File: src/rtl/kernel_pkg.sv
// Shared constants and types for the binary 3x3 convolution kernel tile.
// Optional input registering is selected with the KERNEL_IN_REG_EN macro.
package kernel_pkg;

  localparam int N_TAPS = 9;
  localparam int SKIP_W = 4;
  localparam int PSUM_W = 5;

  typedef logic [N_TAPS-1:0]        act_t;
  typedef logic [N_TAPS-1:0]        wgt_t;
  typedef logic [SKIP_W-1:0]        skip_t;
  typedef logic signed [PSUM_W-1:0] psum_t;

  // Skip counts above N_TAPS mask every lane, exactly like N_TAPS itself.
  function automatic skip_t sat_skip(input skip_t skip);
    if (skip > skip_t'(N_TAPS)) return skip_t'(N_TAPS);
    return skip;
  endfunction

endpackage

File: src/rtl/kernel_popcount.sv
// Masked 9-bit popcount built as a balanced adder tree (pairs, quads, octet, plus lane 8).
module kernel_popcount
  import kernel_pkg::*;
(
  input  logic [N_TAPS-1:0] i_bits,
  input  logic [N_TAPS-1:0] i_mask,
  output logic [SKIP_W-1:0] o_count
);

  logic [N_TAPS-1:0] w_m;
  logic [1:0]        w_s0, w_s1, w_s2, w_s3;
  logic [2:0]        w_t0, w_t1;
  logic [3:0]        w_u;

  assign w_m = i_bits & i_mask;

  assign w_s0 = {1'b0, w_m[0]} + {1'b0, w_m[1]};
  assign w_s1 = {1'b0, w_m[2]} + {1'b0, w_m[3]};
  assign w_s2 = {1'b0, w_m[4]} + {1'b0, w_m[5]};
  assign w_s3 = {1'b0, w_m[6]} + {1'b0, w_m[7]};

  assign w_t0 = {1'b0, w_s0} + {1'b0, w_s1};
  assign w_t1 = {1'b0, w_s2} + {1'b0, w_s3};

  assign w_u  = {1'b0, w_t0} + {1'b0, w_t1};

  assign o_count = w_u + {3'b000, w_m[8]};

endmodule

File: src/rtl/kernel.sv
// Binary 3x3 convolution tile: XNOR, skip mask, +/-1 sum, registered 5-bit partial sum.
// Define KERNEL_IN_REG_EN to register the inputs first (latency 2 instead of 1).
module kernel
  import kernel_pkg::*;
(
  input  logic              clk_in,
  input  logic              reset_in,
  input  logic [N_TAPS-1:0] activation_in,
  input  logic [N_TAPS-1:0] weight_in,
  input  logic [SKIP_W-1:0] skip_in,
  output logic [PSUM_W-1:0] psum_out
);

  act_t  w_act;
  wgt_t  w_wgt;
  skip_t w_skip;

`ifdef KERNEL_IN_REG_EN
  act_t  r_act;
  wgt_t  r_wgt;
  skip_t r_skip;

  always_ff @(posedge clk_in) begin
    if (reset_in) begin
      r_act  <= '0;
      r_wgt  <= '0;
      r_skip <= '0;
    end else begin
      r_act  <= activation_in;
      r_wgt  <= weight_in;
      r_skip <= skip_in;
    end
  end

  assign w_act  = r_act;
  assign w_wgt  = r_wgt;
  assign w_skip = r_skip;
`else
  assign w_act  = activation_in;
  assign w_wgt  = weight_in;
  assign w_skip = skip_in;
`endif

  act_t  w_prod;
  act_t  w_mask;
  skip_t w_skip_sat;
  skip_t w_active;
  skip_t w_match;
  psum_t w_psum;

  assign w_prod     = ~(w_act ^ w_wgt);
  assign w_skip_sat = sat_skip(w_skip);
  assign w_active   = skip_t'(N_TAPS) - w_skip_sat;

  // Lanes are masked from bit 0 upward.
  always_comb begin
    w_mask = '0;
    for (int i = 0; i < N_TAPS; i++) begin
      w_mask[i] = (skip_t'(i) >= w_skip_sat);
    end
  end

  kernel_popcount u_popcount (
    .i_bits  (w_prod),
    .i_mask  (w_mask),
    .o_count (w_match)
  );

  // 2*M - A lies in -9..+9, so 5-bit modular arithmetic is exact.
  assign w_psum = psum_t'({w_match, 1'b0} - {1'b0, w_active});

  psum_t r_psum;

  always_ff @(posedge clk_in) begin
    if (reset_in) r_psum <= '0;
    else          r_psum <= w_psum;
  end

  assign psum_out = r_psum;

endmodule

File: config.mk
export PLATFORM = sky130hd
export DESIGN_NAME = kernel
export DESIGN_NICKNAME = d
export VERILOG_FILES = /design/src/rtl/kernel_pkg.sv /design/src/rtl/kernel_popcount.sv /design/src/rtl/kernel.sv
export SDC_FILE = /design/constraint.sdc
export NUM_CORES = 1
export LEC_CHECK = 0
export CAP_MARGIN = 20
export CORE_MARGIN = 4
export CORE_UTILIZATION = 35
export DETAILED_ROUTE_END_ITERATION = 6
export PLACE_DENSITY = 0.7
export SYNTH_ARGS = -nofsm -noshare
export SYNTH_HDL_FRONTEND = slang
export SYNTH_SLANG_ARGS = --single-unit
File: constraint.sdc
create_clock -name clk_in -period 5.6 [get_ports clk_in]
set_clock_uncertainty 0.15 [all_clocks]
set_input_delay 1.12 -clock clk_in [delete_from_list [all_inputs] [get_ports clk_in]]
set_output_delay 1.12 -clock clk_in [all_outputs]
set_load 0.05 [all_outputs]
# Word level (Yosys, flattened, before mapping)
# Cells that the tools add are included.
# word_totals
output_inout_bits	5
inputBits	24
regBits	5
wordCells	27
# op_classes
bitwise	3
mux	3
add_sub_neg	10
n_lt_le_gt_ge	10
# ops
operator	count
3-bit by 4-bit >= comparator with 1-bit output (first input constant)	4
9-bit AND	1
9-bit inverter	1
9-bit bitwise XOR	1
1-bit by 1-bit adder with 2-bit output	4
1-bit by 4-bit >= comparator with 1-bit output (first input constant)	2
2-bit by 4-bit >= comparator with 1-bit output (first input constant)	2
4-bit two-way mux	2
2-bit by 2-bit adder with 3-bit output	2
5-bit by 4-bit subtractor with 5-bit output	1
3-bit by 3-bit adder with 4-bit output	1
4-bit by 1-bit adder with 4-bit output	1
4-bit >= comparator (first input constant)	1
4-bit greater-than comparator (second input constant)	1
4-bit subtractor (first input constant)	1
1-bit two-way mux	1

# Longest topological paths before layout
# depth
ltp_word	10
ltp_mapped	17
ltp_nobuf	16

# Modules after synthesis
# A second synthesis with hierarchy kept.
# unflattened
hier_cells	84
area_unflattened_um2	723.2
# by_module_without_submodules
mod	area_each_um2	n_inst	seq_area_each_um2	cells_per_inst
kernel	500.5	1	100.1	58
kernel_popcount	222.7	1	0.0	26

# Worst setup path after synthesis
# Ideal clock, no wire load.
# synth_path
kind	in2reg
from	input port skip_in[3]
to	register r_psum[4] (netlist: psum_out[4])
slack_ps	-112
n_path_buf	1
t_arrival_ps	5492
path_stages	16
required_ps	5380
cell_sequence	buf_6 -> nand2b_1 -> ha_1 -> a21oi_1 -> or3_1 -> fa_1 -> fa_1 -> inv_1 -> fa_1 -> fa_1 -> fa_1 -> xor2_1 -> ha_1 -> a21o_1 -> a211o_1 -> a21oi_1
# synth_between
elab_chain_cells	10
# synth_rtl
element	line	rtl
start: declaration	kernel.sv:10	input logic [SKIP_W-1:0] skip_in,
4-bit greater-than comparator	kernel_pkg.sv:16	if (skip > skip_t'(N_TAPS)) return skip_t'(N_TAPS);
1-bit two-way mux	kernel_pkg.sv:16	
4-bit two-way mux (*)	kernel_pkg.sv:17	return skip;
1-bit by 4-bit >= comparator with 1-bit output, or another cell as far along	kernel.sv:59	w_mask[i] = (skip_t'(i) >= w_skip_sat);
9-bit AND	kernel_popcount.sv:15	assign w_m = i_bits & i_mask;
1-bit by 1-bit adder with 2-bit output (on tied branches)	n/a	
2-bit by 2-bit adder with 3-bit output (on tied branches)	kernel_popcount.sv:22, kernel_popcount.sv:23	
3-bit by 3-bit adder with 4-bit output	kernel_popcount.sv:25	assign w_u = {1'b0, w_t0} + {1'b0, w_t1};
4-bit by 1-bit adder with 4-bit output	kernel_popcount.sv:27	assign o_count = w_u + {3'b000, w_m[8]};
5-bit by 4-bit subtractor with 5-bit output (*)	kernel.sv:70	assign w_psum = psum_t'({w_match, 1'b0} - {1'b0, w_active});
end signal: assignment	kernel.sv:76	else r_psum <= w_psum;
end: declaration	kernel.sv:72	psum_t r_psum;
# Mark *: on every way between the ends. The rest lies on a longest branch, timed or not.
# A chain may end at the register's enable or synchronous reset.

# Worst setup path in the final report
# layout_path
from	input port weight_in[1]
to	register r_psum[4] (netlist: psum_out[4])
# layout_between
elab_chain_cells	8
# layout_rtl
element	line	rtl
start: declaration	kernel.sv:9	input logic [N_TAPS-1:0] weight_in,
9-bit bitwise XOR	kernel.sv:51	assign w_prod = ~(w_act ^ w_wgt);
9-bit inverter	kernel.sv:51	
9-bit AND	kernel_popcount.sv:15	
1-bit by 1-bit adder with 2-bit output	kernel_popcount.sv:17	assign w_s0 = {1'b0, w_m[0]} + {1'b0, w_m[1]};
2-bit by 2-bit adder with 3-bit output	kernel_popcount.sv:22	assign w_t0 = {1'b0, w_s0} + {1'b0, w_s1};
3-bit by 3-bit adder with 4-bit output	kernel_popcount.sv:25	
4-bit by 1-bit adder with 4-bit output	kernel_popcount.sv:27	
5-bit by 4-bit subtractor with 5-bit output	kernel.sv:70	
# No other way between the ends.

==> results by stage <==
Global routing:
- The final global-route overflow total is 0.
- Entering global routing, the biggest net connects 10 pins.
- The number of global-route vias before repair is 687.
- The total global routing track utilization is 0.132.
- The initial antenna violation count is 0.
- The first-pass GRT wire length is 2.70 mm.

Yosys:
- Counting flops and latches in the post-synthesis netlist gives 5.
- Counting flops with an async set or reset pin after synthesis yields a share of 0.
- The post-synthesis instance total is 76.
- Measured against the total synthesized area, the mux share comes to 0.0209.
- The average instance in the mapped netlist occupies 9.43 sq um.
- The Yosys step of the flow raised 0 warnings.
- Of the total synthesized cell area, the portion taken by AND, OR, NAND and NOR gates is 0.157.
- The number of nets in the synthesized netlist is 114.
- The count of different cell masters after synthesis is 28.
- The proportion of synthesized chip area in sequential cells is 0.140.
- Of the total synthesized cell area, the portion taken by full adders, half adders and majority gates is 0.307.
- The synthesized design contains 0 enable-type register cells.
- For this run, the leading register cell type out of synthesis is dfxtp_1.
- The largest family of logic cells by synthesized area is adder cells.
- The cell area after technology mapping is 717 sq um.
- The synthesized-area fraction occupied by xor and xnor cells is 0.147.
- The area fraction in compound gates after synthesis is 0.150.

STA:
- Setup repair after global routing left no endpoint under its margin.
- Setup violations remaining at the end of the flow were counted as 0.
- On the final layout, the worst hold slack is 1260 ps.
- The max-slew violation count is 0.
- Dividing the final minimum period by the clock period gives 0.982.
- The actual transition at the worst max-transition pin is 654 ps.
- The number of endpoints with negative hold slack in the final report was 0.
- In the final timing run, aggregate negative setup slack is 0 ps.
- Measured against its own limit, the worst slew margin works out to 0.553.
- Static timing analysis puts the maximum clock frequency at 182 MHz.
- The post-route minimum period is 5500 ps.

Placement:
- Detailed placement finished with a half-perimeter wire length of 1.45 mm.
- The congestion estimate from routability-driven global placement came to 0.777.
- The cell area after placement is 0.00109 sq mm.
- The count of buffers added on input and output ports is 28.

Clocking:
- The total clock buffers created by CTS is 3.
- The tree is rooted in a clkbuf_4.
- The number of levels in the clock H-tree is 1.
- The clock drives 5 sinks.
- The clock-pin slew on the worst setup and hold paths is 40 ps.
- The number of buffers between clock root and the deepest sink is 2.
- TritonCTS built the clock tree.

Final layout:
- After the last flow step, the layout net total stands at 156.
- The number of flip-flops under the largest register name is 5.
- The area growth from synthesis to layout is 61.4%.
- Fill cells in the final layout number 213.
- At the end of the flow the core is filled with cells to 0.590.
- 0 antenna diodes ended up in the layout.
- The final non-filler cell area is 0.00116 sq mm.
- Of the cells placed in the final design, the portion with a size suffix greater than 1 is 0.265.

Route:
- The count of unresolved DRC violations after routing is 0.
- The total wire length is 1.70 mm.
- The wire length per cell is 11.8 um.
- The routed layout has 677 vias.
- The number of design-rule violations left by the first detailed-router iteration is 1.
- In the routed layout, each cell is associated on average with a via count of 4.70.
- In this run the remaining antenna-violating nets after routing total 0.
- The first detailed-routing pass ran for 4 iterations.

Power:
- The cell leakage power is 0.000532 uW.
- Of the total power, registers draw 0.155.
- The part of the total power dissipated in combinational logic is 0.722.
- The part of the total power dissipated in the clock network is 0.124.
- The peak supply drop is 0.143 mV.
- After layout, the design draws a total of 331 uW.
- The internal portion of total power is 196 uW.
- Of the total power, the share spent switching nets is 0.409.
- In this run the power spent charging and discharging nets is 136 uW.
- The power density relative to cell area is 286 mW/mm^2.

Floorplan:
- The initial core utilization is 0.365.
- In this run the standard cell core region covers 0.00196 sq mm.
- The die is 53.3 um tall.
- From left edge to right edge, the die measures 53.3 um.
- The area of the die is 0.00284 sq mm.
- In this run the count of I/O pins placed on the die edge is 29.
- The total number of placement rows is 16.

Critical path:
- For the worst setup path, the data required time is 5620 ps.
- STA classifies the critical path startpoint as an input port.
- The element type at the critical path end is a register.
- Among cell families on the critical path, the largest total delay comes from adder cells.
- Data arrives at the worst endpoint at 5520 ps.
- Traced cell by cell, the critical path runs through clkdlybuf4s50_1 > xor2_1 > or3_4 > fa_1 > fa_1 > inv_2 > fa_1 > fa_2 > fa_2 > xor2_1 > ha_1 > a21o_1 > a211o_1 > a21oi_1.
- The cell with the largest stage delay on the worst path is fa_1.
- The maximum single-stage delay on the critical path is 560 ps.
- The number of buffers and inverters on the critical path is 2.
- The start-to-end type of the worst setup path is input port to register.
- Among the stages of the critical path, the cell type that occurs most often is fa_1.
- Along the worst path, the maximum fanout reaches 3.

Worst hold path:
- The worst hold path passes through 5 cells.
- In this run the most critical hold path is launched from skip_in[2].
- The min-delay analysis places its worst path in the category input port to register.
- The hold-critical path endpoint is psum_out[0].

Outcome:
- The run finished with clean final reports.

Run:
- Max-cap violations in this run came to 0.
==> cells in the final DEF (no fill, tap or decap), types with 3 or more instances in the layout <==
master	instances
buf_4	11
clkbuf_4	3
clkdlybuf4s50_1	24
dfxtp_1	5
fa_1	4
ha_1	6
inv_1	5
nand2_1	4
nor2_1	6
xnor2_1	6
xor2_1	6
==> cell type report <==
cell class	count	area (sq um)	share of cell area
well taps	27	33.8	0.0292
inverters	6	22.5	0.0195
flip-flops and latches	5	100	0.0865
clock buffers	4	26.3	0.0227
repair buffers	40	369	0.319
multi-input cells	62	606	0.523
==> power groups by stage <==
stage / Combinational (uW) / Sequential, uW / Clock (uW)
floorplan: 101 / 94.3 / 0
global placement: 214 / 51.5 / 0
detailed placement: 222 / 52.3 / 0
CTS: 237 / 51.7 / 43.2
global route: 261 / 52.1 / 43.3
finish: 239 / 51.2 / 41.0
==> how the worst max path moves through the flow <==
stage	from	end	cells after the start
after detailed placement	skip_in[3]	psum_out[4]	16
after global routing	weight_in[1]	psum_out[4]	14
after global placement	skip_in[3]	psum_out[4]	16
final	weight_in[1]	psum_out[4]	14
after CTS	skip_in[1]	psum_out[4]	16
after floorplan	skip_in[2]	psum_out[3]	15
==> stage by stage <==
stage | worst slack (ps) | instances
floorplan | 20.6 | 76
global placement | -458 | 139
detailed placement | -554 | 139
CTS | 28.0 | 144
global route | 3.74 | 144
finish | 103 | 144
==> Yosys cell counts (all sizes together), types with 2 or more instances <==
library cell,count,area [sq um]
a21o,2,15.0
a21oi,3,15.0
buf,3,33.8
dfxtp,5,100
fa,6,120
ha,8,100
inv,6,22.5
nand2,4,15.0
nand2b,2,12.5
nor2,6,22.5
nor2b,2,12.5
o21ai,4,23.8
or3,2,13.8
xnor2,6,52.6
xor2,6,52.6
==> logic make-up after synthesis <==
kind of cell,count (synthesis)
AO/OA/AOI/OAI,15
adder cells (fa/ha/maj),14
multiplexers,1
AND/OR/NAND/NOR,20
flip-flops,5
buffers and inverters,9
XOR/XNOR,12
==> metal layers <==
layer,GRT usage,share of wire,up-vias
li1,-,-,339
met1,0.121,0.33,308
met2,0.259,0.58,26
met3,0.0225,0.074,4
met4,0.0851,0.018,0
met5,0,0,-
==> timing repair <==
item                       CTS  global route
gates cloned                 0             0
pin swaps                   14            13
hold buffers                 0             0
hold endpoints to repair     0             0
buffers inserted             1             0
gates resized for setup      8            10
setup endpoints to repair    3             2
==> tightest hold or removal path, delay by kind of cell <==
kind / cells / cell delay, ps
AND/OR/NAND/NOR: 2 / 160
AO/OA/AOI/OAI: 1 / 90
buffers and inverters: 2 / 230
Power figures use the tool's default switching activity.
